--- src/rtl/bsg_async_fifo_rptr_ctrl.sv ---
//==============================================================================
// Module      : bsg_async_fifo_rptr_ctrl
// Description : Read-domain pointer controller for an async FIFO. Optional
//               sticky protocol checker enabled by BSG_ASYNC_FIFO_RPTR_ERR_CHECK_EN.
// Revision    : 1.0 - initial release
//==============================================================================
`default_nettype none

module bsg_async_fifo_rptr_ctrl #(
    parameter int lg_size_p = 4
) (
    input  logic                 clk_i,
    input  logic                 reset_n_i,
    input  logic [lg_size_p:0]   w_ptr_gray_rsync_i,
    input  logic                 yumi_i,
    output logic                 valid_o,
    output logic [lg_size_p-1:0] r_addr_o,
    output logic [lg_size_p:0]   r_ptr_binary_o,
    output logic [lg_size_p:0]   r_ptr_gray_o,
    output logic [lg_size_p:0]   count_o,
    output logic                 err_o
);

    localparam int c_ptr_w = lg_size_p + 1;

    logic [c_ptr_w-1:0] r_bin;
    logic [c_ptr_w-1:0] r_gray;
    logic [c_ptr_w-1:0] r_count;
    logic [c_ptr_w-1:0] w_w_bin;
    logic [c_ptr_w-1:0] w_bin_next;
    logic [c_ptr_w-1:0] w_count_next;
    logic               w_valid;
    logic               w_deq;

    // Bit i of the binary value is the XOR of all gray bits at or above i.
    for (genvar i = 0; i < c_ptr_w; i++) begin : g_gray2bin
        assign w_w_bin[i] = ^(w_ptr_gray_rsync_i >> i);
    end

    // Gated by reset so the FIFO never looks non-empty while held in reset.
    assign w_valid      = reset_n_i & (r_gray != w_ptr_gray_rsync_i);
    assign w_deq        = yumi_i & w_valid;
    assign w_bin_next   = w_deq ? (r_bin + c_ptr_w'(1)) : r_bin;
    assign w_count_next = w_w_bin - w_bin_next;

    always_ff @(posedge clk_i or negedge reset_n_i) begin
        if (!reset_n_i) begin
            r_bin   <= '0;
            r_gray  <= '0;
            r_count <= '0;
        end else begin
            r_bin   <= w_bin_next;
            r_gray  <= w_bin_next ^ (w_bin_next >> 1);
            r_count <= w_count_next;
        end
    end

`ifdef BSG_ASYNC_FIFO_RPTR_ERR_CHECK_EN
    localparam logic [c_ptr_w-1:0] c_full = c_ptr_w'(1) << lg_size_p;

    logic r_err;

    always_ff @(posedge clk_i or negedge reset_n_i) begin
        if (!reset_n_i) begin
            r_err <= 1'b0;
        end else if ((yumi_i & ~w_valid) | (w_count_next > c_full)) begin
            r_err <= 1'b1;
        end
    end

    assign err_o = r_err;
`else
    assign err_o = 1'b0;
`endif

    assign valid_o        = w_valid;
    assign r_addr_o       = r_bin[lg_size_p-1:0];
    assign r_ptr_binary_o = r_bin;
    assign r_ptr_gray_o   = r_gray;
    assign count_o        = r_count;

endmodule

`default_nettype wire

--- config.mk ---
export PLATFORM = sky130hd
export DESIGN_NAME = bsg_async_fifo_rptr_ctrl
export DESIGN_NICKNAME = d
export VERILOG_FILES = /design/src/rtl/bsg_async_fifo_rptr_ctrl.sv
export SDC_FILE = /design/constraint.sdc
export NUM_CORES = 1
export LEC_CHECK = 0
export BUFFER_PORTS_ARGS = -buffer_cell sky130_fd_sc_hd__buf_2
export CORE_ASPECT_RATIO = 0.8
export CORE_MARGIN = 2
export CORE_UTILIZATION = 51
export CTS_CLUSTER_SIZE = 30
export DETAILED_ROUTE_END_ITERATION = 6
export PLACE_DENSITY = 0.78
export SETUP_SLACK_MARGIN = 0.4
export SKIP_CTS_REPAIR_TIMING = 1
export SLEW_MARGIN = 20
export SYNTH_ARGS = -nofsm -noshare
export SYNTH_HDL_FRONTEND = slang
export SYNTH_SLANG_ARGS = --single-unit
--- constraint.sdc ---
create_clock -name clk_i -period 3.7 [get_ports clk_i]
set_clock_uncertainty 0.2 [all_clocks]
set_input_delay 1.11 -clock clk_i [delete_from_list [all_inputs] [get_ports clk_i]]
set_output_delay 1.11 -clock clk_i [all_outputs]
set_load 0.01 [all_outputs]
==> flow_summary.json <==
{
  "synth_area_leaders": "dfrtp_1, xnor2_1, xor2_1, ha_1, buf_4",
  "relSlewSlack": 0.623,
  "cts_sinks": 14,
  "synth_top_family_by_area": "compound AO/OA/AOI/OAI gates",
  "ys_types": 38,
  "path_max_fanout": 4,
  "start_util": 0.558,
  "grtUsageTotal": 0.241,
  "hold_viol": 0,
  "synthMuxAreaShare": 0,
  "reg2reg_from": "r_ptr_binary_o[1]$_DFF_PN0_",
  "netlist_area_um2": 1070,
  "cts_buffers": 3,
  "max_freq_mhz": 294,
  "holdWs_ns": 0.427,
  "synthArstFlopShare": 1.00,
  "worst_ep_required_time_ns": 3.68,
  "drcViolationCount": 0,
  "via_per_inst": 5.90,
  "htree_levels": 1,
  "r2r-end": "count_o[4]$_DFF_PN0_",
  "tightestPinTransition_ns": 0.564,
  "synth_xor_area_frac": 0.163,
  "post-route-min-period_ns": 3.41,
  "io_pins": 29,
  "fp.coreArea_um2": 1930,
  "synth_edf_count": 0,
  "status": "complete, no violations",
  "period_share": 0.921,
  "overflow": 0,
  "end_kind": "register",
  "r2r_slack_ns": 0.87,
  "diodes": 0,
  "yosys.area_share.simple": 0.114,
  "ys_seq_area_frac": 0.326,
  "grt_pass1_wl_um": 4440,
  "yosysTopAreaCellShare": 0.326,
  "cp.arrival_ns": 3.38,
  "vias": 1020,
  "report.final.slew_viol_count": 0,
  "hp-class": "in2async",
  "place_area_um2": 1330,
  "drtIter0Drc": 65,
  "syn_nets": 121,
  "fin_area_um2": 1540,
  "root_buffer": "clkbuf_4",
  "synth-compound-area-share": 0.248,
  "crit_end": "count_o[4]$_DFF_PN0_",
  "drt_pass1_iterations": 4,
  "critPathLaunchType": "input port",
  "synth.largest_area_cell": "dfrtp_1",
  "netlist_instances": 109,
  "ys_top_cells_by_count": "dfrtp_1, xnor2_1, nand2_1",
  "power.density_nw_per_um2": 938,
  "port_buffers": 27,
  "area_delta_synth_final_pct": 43.1,
  "layout-drive-gt1-share": 0.503,
  "ys_dominant_reg_cell": "dfrtp_1",
  "setup_viol": 0,
  "dp_slack_ns": 0.0741,
  "maxCapViolations": 0,
  "avgSynthCellArea_um2": 9.86,
  "path_class": "in2reg",
  "reg2reg_depth": 10,
  "die_height_um": 45.1,
  "gp_congestion": 0.915,
  "grt_max_degree": 14,
  "final_nets": 162,
  "leakage_nw": 0.677,
  "grt_pass1_vias": 889,
  "die_x_um": 55.3,
  "drtAntennaViolNets": 0,
  "antenna_found_initial": 0,
  "synthAdderAreaFrac": 0.0466,
  "routedWlPerCell_um": 19.5,
  "clockBufferDepth": 2,
  "rsz0062_at_grt": "yes",
  "ir_worst_vdd_mv": 0.855,
  "insertion_delay_ns": 0.30,
  "setup_ws_ns": 0.293,
  "tns_ns": 0,
  "yosys_warnings": 0,
  "cts_tree": "yes",
  "rows": 14,
  "ys_seq_elements": 14,
  "startpoint": "w_ptr_gray_rsync_i[3]",
  "dp_hpwl_um": 2170,
  "clk_pin_slew_ns": 0.09,
  "die_area_um2": 2490,
  "wirelength_um": 3380
}
-- cell families after synthesis --
family | count (synthesis)
DFF | 14
adders and majority gates | 4
AOI/OAI and AO/OA | 27
and+or+nand+nor | 26
xor gates and xnor gates | 20
other | 1
buffers and inverters | 17
-- cell usage in the layout (no fill, tap or decap), drive strengths merged, types with 2 or more instances in the layout --
cell	synthesis	final
xor2	6	6
nand3	5	5
a311oi	2	2
ha	4	4
buf	10	46
a21o	3	3
a31oi	4	4
dfrtp	14	14
nor2	6	6
a2111oi	3	3
xnor2	14	14
nand2	8	8
inv	7	7
and2	2	2
a21oi	5	5
clkbuf	0	4
-- worst min-delay path by stage --
stage | end | from | slack [ns]
2_1_floorplan | r_ptr_binary_o[0]$_DFF_PN0_ | r_ptr_binary_o[0]$_DFF_PN0_ | 0.44
3_3_place_gp | r_ptr_binary_o[4]$_DFF_PN0_ | r_ptr_binary_o[4]$_DFF_PN0_ | 0.43
3_5_place_dp | r_ptr_binary_o[4]$_DFF_PN0_ | r_ptr_binary_o[4]$_DFF_PN0_ | 0.48
4_1_cts | count_o[4]$_DFF_PN0_ | reset_n_i | 0.43
5_1_grt | count_o[4]$_DFF_PN0_ | reset_n_i | 0.41
6_report | count_o[4]$_DFF_PN0_ | reset_n_i | 0.43
-- area by class of cell --
class,instances,area [um2]
Timing Repair Buffer,46,307
Tap cell,24,30.0
Multi-Input combinational cell,78,786
Clock buffer,4,36.3
Fill cell,105,389
Sequential cell,14,350
Inverter,7,28.8
-- per-layer routing --
layer / track usage / wire [um] / vias up
met1: 0.345 / 1440 / 488
met5: 0 / 0 / -
met3: 0.0458 / 254 / 7
met2: 0.376 / 1640 / 62
li1: - / - / 463
met4: 0.0780 / 38 / 0
-- power breakdown --
group | internal (W) | switching, W | total (W)
Combinational | 0.000475 | 0.000516 | 0.000992
Sequential | 0.000238 | 0.0000969 | 0.000335
Clock | 0.0000601 | 0.0000559 | 0.000116
Total | 0.000774 | 0.000669 | 0.00144
-- state kept, by name, indices dropped and copies added (netlist names) --
register / cells
count_o: 5
r_ptr_binary_o: 5
r_ptr_gray_o: 4
-- metrics by stage --
stage / std cells / total power, W / utilization
2_1_floorplan: 109 / 0.000923 / -
3_3_place_gp: 163 / 0.00114 / 0.690
3_5_place_dp: 163 / 0.00116 / 0.690
4_1_cts: 167 / 0.00128 / 0.708
5_1_grt: 173 / 0.00152 / 0.798
6_report: 173 / 0.00144 / 0.798
-- worst max-delay path: stages --
cell	delay (ns)
buf_12	0.11
xor2_4	0.25
buf_6	0.15
xor2_4	0.16
nor2_1	0.06
nor2_1	0.23
xor2_1	0.21
ha_2	0.23
inv_2	0.07
ha_4	0.18
a2111oi_4	0.33
o221ai_2	0.14
xnor2_1	0.15
Power figures use the tool's default switching activity.
